==> src/rtl/vga_timing_gen.sv <==
// vga_timing_gen: VGA raster timing generator with latency-aligned sync/DE/RGB
// and a downscaled sub-window request port for low-resolution pixel sources.
//
// Ports:
//   vga_clk, sys_rst        pixel clock, synchronous active-high reset
//   pix_data                pixel returned PIPE_LAT clocks after its request
//   pix_req, pix_x, pix_y   request-stage active flag and coordinates
//   win_req, win_x, win_y   request-stage scaled window flag and coordinates
//   frame_start, line_start request-stage pulses at (0,0) and at hcnt==0
//   hsync, vsync, de, rgb   registered monitor outputs, aligned to pix_data

module vga_timing_gen #(
  parameter int H_DISPLAY   = 640,
  parameter int H_FRONT     = 16,
  parameter int H_SYNC      = 96,
  parameter int H_BACK      = 48,
  parameter int V_DISPLAY   = 480,
  parameter int V_FRONT     = 10,
  parameter int V_SYNC      = 2,
  parameter int V_BACK      = 33,
  parameter int HS_POL      = 0,
  parameter int VS_POL      = 0,
  parameter int PIX_W       = 16,
  parameter int PIPE_LAT    = 2,
  parameter int SCALE_SHIFT = 2,
  parameter int WIN_W       = 160,
  parameter int WIN_H       = 120
) (
  input  logic             vga_clk,
  input  logic             sys_rst,
  input  logic [PIX_W-1:0] pix_data,
  output logic             pix_req,
  output logic [10:0]      pix_x,
  output logic [10:0]      pix_y,
  output logic             win_req,
  output logic [7:0]       win_x,
  output logic [7:0]       win_y,
  output logic             frame_start,
  output logic             line_start,
  output logic             hsync,
  output logic             vsync,
  output logic             de,
  output logic [PIX_W-1:0] rgb
);

  localparam int H_TOTAL = H_DISPLAY + H_FRONT
                         + H_SYNC + H_BACK;
  localparam int V_TOTAL = V_DISPLAY + V_FRONT
                         + V_SYNC + V_BACK;

  // Compares run at 12 bits so a 2048 total or
  // an oversized window never wraps a constant.
  localparam logic [11:0] H_LAST = 12'(H_TOTAL - 1);
  localparam logic [11:0] V_LAST = 12'(V_TOTAL - 1);
  localparam logic [11:0] H_ACT  = 12'(H_DISPLAY);
  localparam logic [11:0] V_ACT  = 12'(V_DISPLAY);
  localparam logic [11:0] HS_BEG = 12'(H_DISPLAY + H_FRONT);
  localparam logic [11:0] HS_END = 12'(H_DISPLAY + H_FRONT + H_SYNC);
  localparam logic [11:0] VS_BEG = 12'(V_DISPLAY + V_FRONT);
  localparam logic [11:0] VS_END = 12'(V_DISPLAY + V_FRONT + V_SYNC);
  localparam logic [11:0] WIN_XL = 12'(WIN_W << SCALE_SHIFT);
  localparam logic [11:0] WIN_YL = 12'(WIN_H << SCALE_SHIFT);

  localparam logic HS_ACT = 1'(HS_POL);
  localparam logic VS_ACT = 1'(VS_POL);

  generate
    if (H_TOTAL > 2048 || V_TOTAL > 2048 ||
        H_DISPLAY < 1 || V_DISPLAY < 1 ||
        H_FRONT < 0 || H_SYNC < 0 || H_BACK < 0 ||
        V_FRONT < 0 || V_SYNC < 0 || V_BACK < 0 ||
        PIPE_LAT < 0 || PIPE_LAT > 7 ||
        SCALE_SHIFT < 0 || SCALE_SHIFT > 3 ||
        WIN_W < 1 || WIN_W > 256 ||
        WIN_H < 1 || WIN_H > 256 ||
        PIX_W < 1) begin : g_bad_param
      $error("vga_timing_gen: illegal parameter set");
    end
  endgenerate

  typedef struct packed {
    logic hs;
    logic vs;
    logic de;
  } tap_t;

  logic [10:0] hcnt_q, hcnt_d;
  logic [10:0] vcnt_q, vcnt_d;
  logic [11:0] h_ext, v_ext;

  assign h_ext = {1'b0, hcnt_q};
  assign v_ext = {1'b0, vcnt_q};

  always_comb begin
    hcnt_d = hcnt_q + 11'd1;
    vcnt_d = vcnt_q;
    if (h_ext == H_LAST) begin
      hcnt_d = '0;
      if (v_ext == V_LAST) begin
        vcnt_d = '0;
      end else begin
        vcnt_d = vcnt_q + 11'd1;
      end
    end
    if (sys_rst) begin
      hcnt_d = '0;
      vcnt_d = '0;
    end
  end

  always_ff @(posedge vga_clk) begin
    hcnt_q <= hcnt_d;
    vcnt_q <= vcnt_d;
  end

  // Request stage: purely combinational
  // from the raster counters.
  logic active;
  logic in_win;
  tap_t raw;

  assign active = (h_ext < H_ACT) && (v_ext < V_ACT);
  assign in_win = active && (h_ext < WIN_XL)
                         && (v_ext < WIN_YL);

  assign pix_req     = active;
  assign pix_x       = active ? hcnt_q : 11'h7FF;
  assign pix_y       = active ? vcnt_q : 11'h7FF;
  assign win_req     = in_win;
  assign win_x       = in_win ? 8'(hcnt_q >> SCALE_SHIFT) : 8'd0;
  assign win_y       = in_win ? 8'(vcnt_q >> SCALE_SHIFT) : 8'd0;
  assign frame_start = (hcnt_q == '0) && (vcnt_q == '0);
  assign line_start  = (hcnt_q == '0);

  // Raw taps are active-high; polarity is
  // applied only at the output register.
  assign raw.hs = (h_ext >= HS_BEG) && (h_ext < HS_END);
  assign raw.vs = (v_ext >= VS_BEG) && (v_ext < VS_END);
  assign raw.de = active;

  tap_t dly;

  generate
    if (PIPE_LAT == 0) begin : g_no_pipe
      assign dly = raw;
    end else begin : g_pipe
      tap_t sr_q [PIPE_LAT];
      tap_t sr_d [PIPE_LAT];

      always_comb begin
        sr_d[0] = raw;
        for (int i = 1; i < PIPE_LAT; i++) begin
          sr_d[i] = sr_q[i-1];
        end
        if (sys_rst) begin
          for (int i = 0; i < PIPE_LAT; i++) begin
            sr_d[i] = '0;
          end
        end
      end

      always_ff @(posedge vga_clk) begin
        for (int i = 0; i < PIPE_LAT; i++) begin
          sr_q[i] <= sr_d[i];
        end
      end

      assign dly = sr_q[PIPE_LAT-1];
    end
  endgenerate

  logic             hsync_q, hsync_d;
  logic             vsync_q, vsync_d;
  logic             de_q, de_d;
  logic [PIX_W-1:0] rgb_q, rgb_d;

  // dly arrives in the same cycle as the
  // pix_data answering that request.
  always_comb begin
    hsync_d = dly.hs ? HS_ACT : ~HS_ACT;
    vsync_d = dly.vs ? VS_ACT : ~VS_ACT;
    de_d    = dly.de;
    rgb_d   = dly.de ? pix_data : '0;
    if (sys_rst) begin
      hsync_d = ~HS_ACT;
      vsync_d = ~VS_ACT;
      de_d    = 1'b0;
      rgb_d   = '0;
    end
  end

  always_ff @(posedge vga_clk) begin
    hsync_q <= hsync_d;
    vsync_q <= vsync_d;
    de_q    <= de_d;
    rgb_q   <= rgb_d;
  end

  assign hsync = hsync_q;
  assign vsync = vsync_q;
  assign de    = de_q;
  assign rgb   = rgb_q;

endmodule

==> config.mk <==
export PLATFORM = sky130hd
export DESIGN_NAME = vga_timing_gen
export DESIGN_NICKNAME = d
export VERILOG_FILES = /design/src/rtl/vga_timing_gen.sv
export SDC_FILE = /design/constraint.sdc
export NUM_CORES = 1
export LEC_CHECK = 0
export ABC_AREA = 1
export BUFFER_PORTS_ARGS = -buffer_cell sky130_fd_sc_hd__buf_2
export CAP_MARGIN = 15
export CORE_ASPECT_RATIO = 0.75
export CORE_UTILIZATION = 25
export DETAILED_ROUTE_END_ITERATION = 8
export MAX_ROUTING_LAYER = met4
export SLEW_MARGIN = 20
export SYNTH_ARGS = -nofsm -noshare
export SYNTH_HDL_FRONTEND = slang
export SYNTH_SLANG_ARGS = --single-unit
export TNS_END_PERCENT = 30
==> constraint.sdc <==
create_clock -name vga_clk -period 2.05 [get_ports vga_clk]
set_input_delay 0.41 -clock vga_clk [delete_from_list [all_inputs] [get_ports vga_clk]]
set_output_delay 0.41 -clock vga_clk [all_outputs]
set_load 0.03 [all_outputs]
Yosys cells after proc, flatten, opt, wreduce, memory -nomap -nowiden
Memory sizes are Yosys's and may differ from the RTL's.
Index checks and enable logic that the tools add are counted.
W data, S select, Z words.
Operators by class
  equality and inequality tests: 2
  magnitude comparators: 6
  reductions and logical operators: 10
  add/sub/neg operators: 2
  muxes and demuxes: 8
  bitwise gates (word level): 1
Operators with widths (count)
  $mux W11: 3
  $add A11 B1 Y11 const B: 2
  $eq A11 B10 Y1 const B: 2
  $logic_not A11 Y1: 2
  $lt A11 B10 Y1 const B: 2
  $lt A11 B9 Y1 const B: 2
  $mux W8: 2
  $ge A11 B10 Y1 const B: 1
  $ge A11 B9 Y1 const B: 1
  $logic_and A1 B1 Y1: 6
  $mux W6: 1
  $reduce_or A2 Y1: 2
  $mux W1: 2
  $not A1 Y1: 1
Word-level totals
  flip-flop bits (word level): 41
  word-level logic and storage cells: 36
  memories: 1
  memory bits (writable): 6
Memories
  g_pipe.sr_q: depth 2, bits a word 3, read ports 2, clocked after Yosys merged registers in 0, write ports 2, RTL line 147  | tap_t sr_q [PIPE_LAT];

Logic depth before layout (Yosys ltp)
Gate-level depths: netlist of the first run.
  depth in word-level cells: 5
  gate-level depth with buffers: 10

Worst setup path before layout of the first run
Ideal clock, no wire load.
  kind: reg2out
  start: register hcnt_q[7]
  end: output frame_start
  data arrival time: 1534 ps
  path slack: 106 ps
  required time: 1640 ps
  cell stages (with the launch flop): 5
  path through: dfxtp_1 buf_2 nor2_1 nand4_1 nor3_1
On the way
  cells in the longest elaborated chain, start to end: 2
Ends and longest elaborated chain
  start, declared: RTL line 87  | logic [10:0] hcnt_q, hcnt_d;
  start signal, assigned: RTL line 112  | hcnt_q <= hcnt_d;
  $logic_not A11 Y1: RTL line 132  | assign frame_start = (hcnt_q == '0) && (vcnt_q == '0);
  $logic_and A1 B1 Y1: RTL line 132
  end, declared: RTL line 38  | output logic frame_start,
Every way passes these cells.

Worst setup path after layout of the first run
  start: register vcnt_q[5]
  end: output pix_y[5]
On the way
  cells in the longest elaborated chain, start to end: 3
Ends and longest elaborated chain
  start, declared: RTL line 88  | logic [10:0] vcnt_q, vcnt_d;
  start signal, assigned: RTL line 113  | vcnt_q <= vcnt_d;
  $lt A11 B9 Y1: RTL line 122  | assign active = (h_ext < H_ACT) && (v_ext < V_ACT);
  $logic_and A1 B1 Y1: RTL line 122
  $mux W11 (*): RTL line 128  | assign pix_y = active ? vcnt_q : 11'h7FF;
  end, declared: RTL line 34  | output logic [10:0] pix_y,
Every way passes the cells marked *; elsewhere a longest branch is shown, timed or not.

==> summary.txt, run 1 <==
Critical path
  • CP Class: reg -> out
  • CP max FO: 10
  • Worst setup EP type: output pin
  • Reg2Reg Setup Slack: 0.38 ns
  • Critical Path RT: 1.64 ns
  • Critical Path Start Type: flop
  • CP max-delay cell: dfxtp_2
  • CP Cell Sequence: inv_2 > nor3_4 > nor3_4 > o21ai_4 > inv_6 > nand2_2 > buf_2
  • CP max stage delay: 0.35 ns
  • Worst Path Arrival: 1.65 ns
  • Largest delay contributor family on the critical path: simple AND/OR/NAND/NOR gates
  • Crit path top cell by count: nor3_4
  • CP bufs+invs: 3

Power
  • PwrDens: approximately 610 nW/um^2
  • Proportion of power drawn by the clock network: 46.5%
  • Leakage: 0.00171 uW
  • Net Sw Power: approximately 460 uW
  • Switching portion of total power: between 20% and 30%
  • Total power: 2020 uW
  • Internal power: 1560 uW
  • Worst vdd ir: 0.000304 V
  • Gate power share: 7.3%
  • Sequential power share: approximately 46%

CTS
  • Clock sink count: 47
  • CTS Hold Bufs: 0
  • Inserted Clock Buffers: 5
  • Clk root buf: clkbuf_16
  • CTS H-tree depth: 2
  • Clk Latency, worst-skew pair: 0.28 ns
  • Clk pin slew, worst setup/hold paths: 0.07 ns
  • CTS Buffer Depth: 2
  • CTS tree: built

Synthesis
  • Share of the synthesized area in the top cell type: 41.8%
  • FF+latch count, synth: 47
  • Mapped Avg Cell Area: 6.94 um^2
  • Ys async rst share: 0%
  • Sequential share of the synthesized area: 41.8%
  • Mapped Area: 2250 um^2
  • Post-synth EDFFs: 0
  • Synth area leaders: dfxtp_1, nor2_1, nand2_1
  • Synth Flop Type: dfxtp_1
  • Post-synthesis cell type count: 32
  • Mapped Nets: 346
  • Area leader, netlist: dfxtp_1
  • Cells after synthesis: 324
  • Syn. warnings: 0

Min path
  • HP Class: in -> reg

Place
  • Worst slack, placed: 0.197 ns
  • Post-DP HPWL: 4.46 mm
  • IO Port Bufs: 77
  • Final RePlAce weighted congestion: 0.872

Status
  • Failing checks: design-rule violations, negative setup slack
  • Outcome: complete, but fails checks

Detailed routing
  • Detailed-route via count: 2252
  • Starting DRT DRC Count: 145
  • TritonRoute pass-1 iters: 7
  • WL final: 6.25 mm
  • Vias per inst: 4.29
  • Routed length per instance: between 10 and 15 um
  • Residual DRC: 8
  • Antenna Violating Nets Remaining: 0

Cells and area
  • Area grow syn2layout: 47.5%
  • Nets: ~440
  • Most common cell after layout, fill and taps aside: nand2_1
  • Fill count: slightly below 900
  • Commonest non-fill, non-tap cells in the layout: nand2_1, inv_1, nor2_1
  • Fraction of layout cells with a size suffix above 1: 36.5%
  • Ant diodes: 0

Timing
  • Hold slack: between 0.3 and 0.4 ns
  • Final Max Tran Viols: 0
  • Layout Skew: 0.00463 ns
  • RSZ-0062 raised after global routing: true
  • Fin crit share: 101%
  • Final hold vios: 0
  • FMAX: 484 MHz
  • Post-layout minimum cycle time: 2.06 ns
  • Least-Margin Pin Slew: 0.575 ns
  • Worst rel slew slack: 61.6%
  • Setup tns final: -0.0268 ns
  • Final setup margin: -0.0147 ns
  • Setup violations, final: 6

Job
  • Max-cap violations: 0

Global route
  • Vias in the first global route: ~2000
  • Met2 Usage GRT: 20.2%
  • Pin count of the biggest net entering global routing: 21
  • Met3 GRT Util: 3.68%
  • Global-route wire length before repair: 9.36 mm
  • Met1 usage: between 15 and 20%
  • Gr usage total: 13.0%
  • GR peak layer: met2
  • GR Overflow Total: 0
  • Initial antenna violation count: 0

Floorplan
  • Row Count: 29
  • Die width: 112 um
  • Core Area: 8600 um^2
  • Starting Density: 26.1%
  • DIE HEIGHT: 84.1 um
  • # IOs: 79
  • Die ar.: 9380 um^2
## cell type report
class,count,area [um^2],area share (%)
multi-input combinational,209,1130,34.0
sequential,47,956,28.8
timing repair buffer,92,679,20.5
inverter,60,238,7.17
tap,108,135,4.08
clock buffer,5,125,3.77
clock inverter,3,47.5,1.43
timing repair inverter,1,8.76,0.264
## per-stage QoR
stage	instance area [um^2]	std cells	util (%)
6_report	3320	525	38.6
4_1_cts	3050	520	35.4
3_3_place_gp	2740	506	31.9
2_1_floorplan	2250	324	-
3_5_place_dp	2740	506	31.9
5_1_grt	3320	525	38.6
## timing repair
action,4_1_cts,5_1_grt
setup endpoints to repair,28,37
gates cloned,0,1
setup buffers,6,4
resized for setup,33,78
pin swaps,2,3
## synthesized netlist by cell type (2+ instances only)
library cell	number
nor2_1	65
nand2_1	62
inv_1	56
dfxtp_1	47
nand3_1	19
nand2_2	13
a21oi_1	11
nand4_1	9
ha_1	4
nor3_1	4
o21ai_0	4
buf_4	3
inv_2	3
clkbuf_1	2
nor2_2	2
nor3_4	2
nor4_1	2
o21ai_1	2
## cells by family after synthesis
kind of cell	synth area share [%]
and+or+nand+nor	37.2
buffers and inverters	13.3
DFF	41.8
AOI/OAI and AO/OA	4.84
adders and majority gates	2.23
xor gates and xnor gates	0.390
other	0.167
## state kept, by name (all words and copies together) (netlist names)
signal	flops
rgb	16
hcnt_q	11
vcnt_q	11
g_pipe.sr_q	6
de	1
hsync	1
vsync	1
## worst min-delay path: stages
cell and delay, ns:
buf_2 0.09, inv_1 0.04, nor2_1 0.03
## layer usage
metal | vias up | share of wire, %
li1 | 1171 | -
met4 | 0 | 1.8
met2 | 63 | 45
met5 | - | 0
met3 | 11 | 6.6
met1 | 1007 | 46
## power by group through the flow
stage	clock [uW]	sequential, uW	combinational, uW
2_1_floorplan	0	976	71.5
5_1_grt	998	934	162
6_report	941	933	148
3_3_place_gp	0	957	134
3_5_place_dp	0	959	135
4_1_cts	965	936	143
## path summary, 6_finish.rpt
check | startpoint | endpoint | cells after the start
worst max-delay path | vcnt_q[5] | pix_y[5] | 7
worst min-delay path | pix_data[12] | rgb[12] | 3
worst max register to register | hcnt_q[0] | vcnt_q[2] | 10
worst min register to register | g_pipe.sr_q[0][5] | hsync | 1
Power figures use the tool's default switching activity.
==> inputs of run 2 (changes only) <==
--- a/config.mk
+++ b/config.mk
@@ -8,10 +8,13 @@
 export ABC_AREA = 1
 export BUFFER_PORTS_ARGS = -buffer_cell sky130_fd_sc_hd__buf_2
 export CAP_MARGIN = 15
+export CELL_PAD_IN_SITES_DETAIL_PLACEMENT = 1
+export CELL_PAD_IN_SITES_GLOBAL_PLACEMENT = 2
 export CORE_ASPECT_RATIO = 0.75
 export CORE_UTILIZATION = 25
 export DETAILED_ROUTE_END_ITERATION = 8
 export MAX_ROUTING_LAYER = met4
+export PLACE_DENSITY_LB_ADDON = 0.1
 export SLEW_MARGIN = 20
 export SYNTH_ARGS = -nofsm -noshare
 export SYNTH_HDL_FRONTEND = slang
==> run 2 against run 1 <==
  * Sequential cell count did not move
  * Setup slack improved by 0.033 ns
  * Register-to-register slack got worse by 0.12 ns
  * Global-route usage rose by 3.7 points
  * Routed wire length rose by 19%
  * Non-clock buffer count rose by 7
  * Largest power group is now registers
  * Count of clock-buffer cells in the layout rose by 1
  * The run ends with design-rule violations left
==> summary.txt, run 2 (same netlist as run 1, synthesis figures left out) <==
Status
  • Outcome: complete, but fails checks
  • Failing checks: design-rule violations

Timing
  • Final setup margin: between 0.015 and 0.02 ns
  • FMAX: 492 MHz
  • RSZ-0062 raised after global routing: true
  • Final hold vios: 0
  • Final Max Tran Viols: 0
  • Least-Margin Pin Slew: 0.559 ns
  • Worst rel slew slack: 62.7%
  • Fin crit share: 99.1%
  • Post-layout minimum cycle time: ~2 ns
  • Setup tns final: 0 ns
  • Layout Skew: 0.00185 ns
  • Setup violations, final: 0

Job
  • Max-cap violations: 0

CTS
  • CTS tree: built
  • CTS Hold Bufs: 0
  • Clk Latency, worst-skew pair: 0.29 ns
  • Clock sink count: 47
  • Inserted Clock Buffers: 5
  • Clk root buf: clkbuf_16
  • CTS H-tree depth: 2
  • Clk pin slew, worst setup/hold paths: 0.07 ns
  • CTS Buffer Depth: 2

Floorplan
  • Die width: 112 um
  • Core Area: 8600 um^2
  • DIE HEIGHT: ~84 um
  • Die ar.: 9380 um^2
  • Row Count: 29
  • Starting Density: 26.1%
  • # IOs: 79

Global route
  • GR Overflow Total: 0
  • Global-route wire length before repair: 11.7 mm
  • Vias in the first global route: 2188
  • Initial antenna violation count: 0
  • Pin count of the biggest net entering global routing: 18
  • Gr usage total: between 15 and 20%

Critical path
  • CP Cell Sequence: nand2_4 > nor3_4 > nor3_4 > o21ai_4 > buf_12 > nor2_4 > buf_6
  • Largest delay contributor family on the critical path: simple AND/OR/NAND/NOR gates
  • Stages on the worst setup path: 7
  • Worst Path Arrival: 1.62 ns
  • CP max stage delay: 0.37 ns
  • CP Class: reg -> out
  • Cells on worst reg2reg path: 11
  • CP max-delay cell: dfxtp_4
  • Critical Path RT: 1.64 ns
  • Worst setup EP type: output pin
  • CP bufs+invs: 2
  • Reg2reg end: vcnt_q[4]
  • Crit path top cell by count: nor3_4
  • Start of the worst register-to-register path: hcnt_q[0]
  • CP max FO: 8
  • Reg2Reg Setup Slack: 0.26 ns
  • Critical Path Start Type: flop

Cells and area
  • Nets: 445
  • Ant diodes: 0
  • Fraction of layout cells with a size suffix above 1: between 30% and 40%
  • Commonest non-fill, non-tap cells in the layout: nand2_1, inv_1, nor2_1
  • Fill count: 1073
  • Max reg flops: 16
  • Area grow syn2layout: 49.9%
  • Most common cell after layout, fill and taps aside: nand2_1

Detailed routing
  • WL final: 7.42 mm
  • Residual DRC: 10
  • Detailed-route via count: 2317
  • Routed length per instance: 14.0 um
  • TritonRoute pass-1 iters: 6
  • Antenna Violating Nets Remaining: 0
  • Starting DRT DRC Count: 125
  • Vias per inst: 4.36

Min path
  • HP Class: in -> reg
  • Worst Min Path Start: pix_data[11]
  • Endpoint, Worst Hold: rgb[11]
  • Hold Path Depth: 3

Place
  • Post-DP HPWL: 5.40 mm
  • Final RePlAce weighted congestion: roughly 0.76
  • Worst slack, placed: 0.139 ns
  • IO Port Bufs: 77

Power
  • Total power: 1940 uW
  • Leakage: 0.00174 uW
  • Worst vdd ir: 0.000293 V
  • PwrDens: 575 nW/um^2
==> run 2: worst register-to-register path, delay by kind of cell (launching register included) <==
family	cells	cell delay (ns)
simple gates	8	0.79
flops	1	0.41
buf+inv	2	0.27
fa+ha+maj	1	0.22
==> run 2: worst max-delay path by stage <==
| stage | start | to |
|---|---|---|
| global placement | vcnt_q[10] | win_y[6] |
| floorplan | hcnt_q[7] | frame_start |
| global route | vcnt_q[6] | pix_x[7] |
| finish | vcnt_q[6] | win_y[5] |
| CTS | vcnt_q[6] | win_y[2] |
| detailed placement | vcnt_q[8] | win_y[6] |
==> run 2: layout make-up <==
type	count	area, um^2	share of cell area [%]
clock buffers	6	139	4.12
clock inverters	2	16.3	0.483
inverters	60	238	7.05
multi-input cells	209	1120	33.3
flip-flops and latches	47	960	28.5
well taps	108	135	4.01
repair buffers	99	751	22.3
repair inverters	1	8.76	0.260
==> run 2: where the power goes <==
| group | total, uW | internal [uW] | leakage [uW] | switching, uW |
|---|---|---|---|---|
| Clock | 853 | 488 | 0.0000731 | 365 |
| Sequential | 933 | 924 | 0.000386 | 9.23 |
| Combinational | 151 | 54.1 | 0.00128 | 96.7 |
| Total | 1940 | 1470 | 0.00174 | 471 |
==> run 2: repair_timing <==
| item | in CTS | in global routing |
|---|---|---|
| cloned | 1 | 0 |
| buffers inserted | 9 | 4 |
| pin swaps | 5 | 4 |
| setup endpoints to repair | 31 | 37 |
| resized for setup | 55 | 61 |
==> run 2: per-stage QoR <==
step | hold slack, ns | instance area, um^2 | util (%) | std cells
final | 0.327 | 3370 | 39.2 | 532
after global routing | 0.326 | 3370 | 39.2 | 532
after CTS | 0.316 | 3140 | 36.5 | 528
after detailed placement | 0.358 | 2770 | 32.2 | 510
after global placement | 0.355 | 2770 | 32.2 | 510
after floorplan | 0.352 | 2250 | - | 324
==> run 2: per-layer routing <==
metal / global-route usage (%) / vias up / share of wire [%] / wire (um)
li1: - / 1183 / - / -
met1: 24.2 / 1077 / 53 / 3940
met2: 23.6 / 50 / 42 / 3140
met3: 3.68 / 7 / 3.9 / 293
met4: 3.69 / 0 / 0.77 / 57
met5: - / - / 0 / 0
==> inputs of run 3 (changes only) <==
--- a/config.mk
+++ b/config.mk
@@ -15,6 +15,7 @@
 export DETAILED_ROUTE_END_ITERATION = 8
 export MAX_ROUTING_LAYER = met4
 export PLACE_DENSITY_LB_ADDON = 0.1
+export SETUP_SLACK_MARGIN = 0.05
 export SLEW_MARGIN = 20
 export SYNTH_ARGS = -nofsm -noshare
 export SYNTH_HDL_FRONTEND = slang
==> run 3 against run 2 <==
  * Cell count unchanged
  * Design area up 1.0%
  * Largest power group unchanged
  * Via count up 0.43%
  * Sequential share of layout area down 0.28 points
  * Critical path depth unchanged
  * Setup slack better by 0.0018 ns
  * The run still ends with design-rule violations left
  * Clock skew up 0.00064 ns
  * Global-route usage up 0.097 points
  * Critical endpoint is now win_y[3]
  * Sequential power about the same
  * Register-to-register slack better by 0.02 ns
  * Power down 0.14%
  * Non-clock buffer count unchanged
==> summary.txt, run 3 (same netlist as run 1, synthesis figures left out) <==
Detailed routing
  • Routed length per instance: 14.0 um
  • Antenna Violating Nets Remaining: 0
  • Starting DRT DRC Count: 115
  • Met3 Wirelength: around 320 um
  • Vias per inst: between 4 and 5
  • Max Used Layer: met4
  • WL final: roughly 7.4 mm
  • Residual DRC: 10
  • WL met2: about 3.1 mm
  • TritonRoute pass-1 iters: 6
  • Detailed-route via count: 2327
  • Metal-1 WL: 3.95 mm

CTS
  • Clk root buf: clkbuf_16
  • Clk Latency, worst-skew pair: approximately 0.29 ns
  • CTS tree: built
  • Clock sink count: 47
  • CTS H-tree depth: 2
  • CTS Hold Bufs: 0
  • CTS Buffer Depth: 2
  • Inserted Clock Buffers: 5
  • Clk pin slew, worst setup/hold paths: 0.07 ns

Min path
  • Endpoint, Worst Hold: rgb[11]
  • Worst Min Path Start: pix_data[11]
  • Hold Path Depth: 3
  • HP Class: in -> reg

Cells and area
  • Multi-input gate area: 1130 um^2
  • Final instance area: 3400 um^2
  • Max reg flops: 16
  • Ant diodes: 0
  • Final Core Density: 39.6%
  • Most common cell after layout, fill and taps aside: nand2_1
  • Nets: 445
  • Fraction of layout cells with a size suffix above 1: 39.2%
  • Area grow syn2layout: 51.4%
  • Reg area: 960 um^2
  • Fill count: 1077
  • Commonest non-fill, non-tap cells in the layout: nand2_1, inv_1, nor2_1

Critical path
  • CP bufs+invs: 2
  • Reg2Reg Setup Slack: 0.28 ns
  • Largest delay contributor family on the critical path: simple AND/OR/NAND/NOR gates
  • Critical Path Start Type: flop
  • Worst setup EP type: output pin
  • CP Class: reg -> out
  • CP max FO: 8
  • CP Cell Sequence: nand2_4 > nor3_4 > nor3_4 > o21ai_4 > buf_12 > nor2_2 > buf_6
  • Cells on worst reg2reg path: 11
  • Reg2reg end: vcnt_q[4]
  • Crit path top cell by count: nor3_4
  • CP max-delay cell: dfxtp_4
  • CP max stage delay: 0.37 ns
  • Worst Path Arrival: approximately 1.6 ns
  • Start of the worst register-to-register path: hcnt_q[0]
  • Critical Path RT: roughly 1.6 ns

Global route
  • Vias in the first global route: 2236
  • Gr usage total: between 15 and 20%
  • Initial antenna violation count: 0
  • GR Overflow Total: 0
  • Pin count of the biggest net entering global routing: 18
  • Global-route wire length before repair: 11.8 mm

Timing
  • Setup violations, final: 0
  • Post-layout minimum cycle time: 2.03 ns
  • Worst rel slew slack: 62.7%
  • Hold slack: roughly 0.33 ns
  • RSZ-0062 raised after global routing: true
  • FMAX: 493 MHz
  • Final hold vios: 0
  • Final Max Tran Viols: 0
  • Layout Skew: 0.00249 ns
  • Fin crit share: 99.0%
  • Final setup margin: 0.0201 ns
  • Least-Margin Pin Slew: 0.559 ns

Place
  • Worst slack, placed: ~0.14 ns
  • IO Port Bufs: 77
  • Post-DP HPWL: 5.40 mm
  • Placed cell area: around 2800 um^2
  • Final RePlAce weighted congestion: 0.762

Floorplan
  • Core Area: ~8600 um^2
  • Row Count: 29
  • DIE HEIGHT: 84.1 um
  • Die ar.: 9380 um^2
  • Die width: around 110 um
  • Starting Density: a little over a quarter
  • # IOs: 79

Status
  • Outcome: complete, but fails checks
  • Failing checks: design-rule violations

Power
  • Sequential power share: 48.2%
  • Internal power: 1470 uW
  • Leakage: between 0.0015 and 0.002 uW
  • Worst vdd ir: 0.000291 V
  • Gate power share: 7.8%
  • Proportion of power drawn by the clock network: 43.9%
  • Total power: 1930 uW
  • Net Sw Power: 468 uW
  • PwrDens: 568 nW/um^2
  • Switching portion of total power: 24.2%

Job
  • Max-cap violations: 0
-- run 3: cell types whose count changed in the layout (fill, tap and decap cells not counted) --
| cell | change |
|---|---|
| nor2_4 | -1 |
| buf_2 | -3 |
| buf_4 | -1 |
| nor2_2 | +1 |
| nand2_2 | +2 |
| buf_6 | +5 |
| nand2_4 | +1 |
| nand2_1 | -3 |
| clkbuf_4 | -1 |
-- run 3: final cells by class --
type                            instances  share of cell area [%]
Clock buffer                            6                    4.08
Clock inverter                          2                   0.478
Inverter                               60                    6.98
Multi-Input combinational cell        209                    33.2
Sequential cell                        47                    28.2
Tap cell                              108                    3.97
Timing Repair Buffer                   99                    22.8
Timing Repair inverter                  1                   0.257
-- run 3: power by group through the flow --
stage	clock, uW	combinational, uW	sequential, uW
floorplan	0	71.5	976
global placement	0	139	958
detailed placement	0	140	959
CTS	895	152	935
global route	927	167	934
finish	850	152	933
-- run 3: repair_timing --
item	CTS	global route
pin swaps	11	5
setup endpoints to repair	35	41
gates cloned	1	0
setup buffers	9	4
resized for setup	83	45
-- run 3: worst max-delay path by stage --
stage | slack, ns | start | endpoint | cells after the start
6_report | 0.02 | vcnt_q[7] | win_y[3] | 7
5_1_grt | -0.09 | vcnt_q[9] | win_y[3] | 7
4_1_cts | -0.04 | vcnt_q[6] | win_y[2] | 7
3_5_place_dp | 0.14 | vcnt_q[8] | win_y[6] | 7
3_3_place_gp | 0.19 | vcnt_q[10] | win_y[6] | 7
2_1_floorplan | 0.11 | hcnt_q[7] | frame_start | 4
-- run 3: worst register-to-register path, cell delays in order, from the launching register on --
cell and delay [ns]:
dfxtp_1 0.41, ha_1 0.22, nand2_2 0.08, inv_2 0.08, nand2_2 0.09, nor2_2 0.17
nand2_2 0.07, buf_4 0.18, nor2_1 0.15, nand2_1 0.07, nand2_1 0.10, nor2_1 0.05
-- run 3: per-stage QoR --
stage	setup TNS (ns)	cells
after floorplan	0	324
after global placement	0	510
after detailed placement	0	510
after CTS	-0.287	528
after global routing	-1.02	532
final	0	532
-- run 3: layer usage --
metal,vias up,GRT usage (%)
met5,-,-
met4,0,4.05
met3,7,3.68
met2,54,23.9
met1,1085,24.1
li1,1181,-
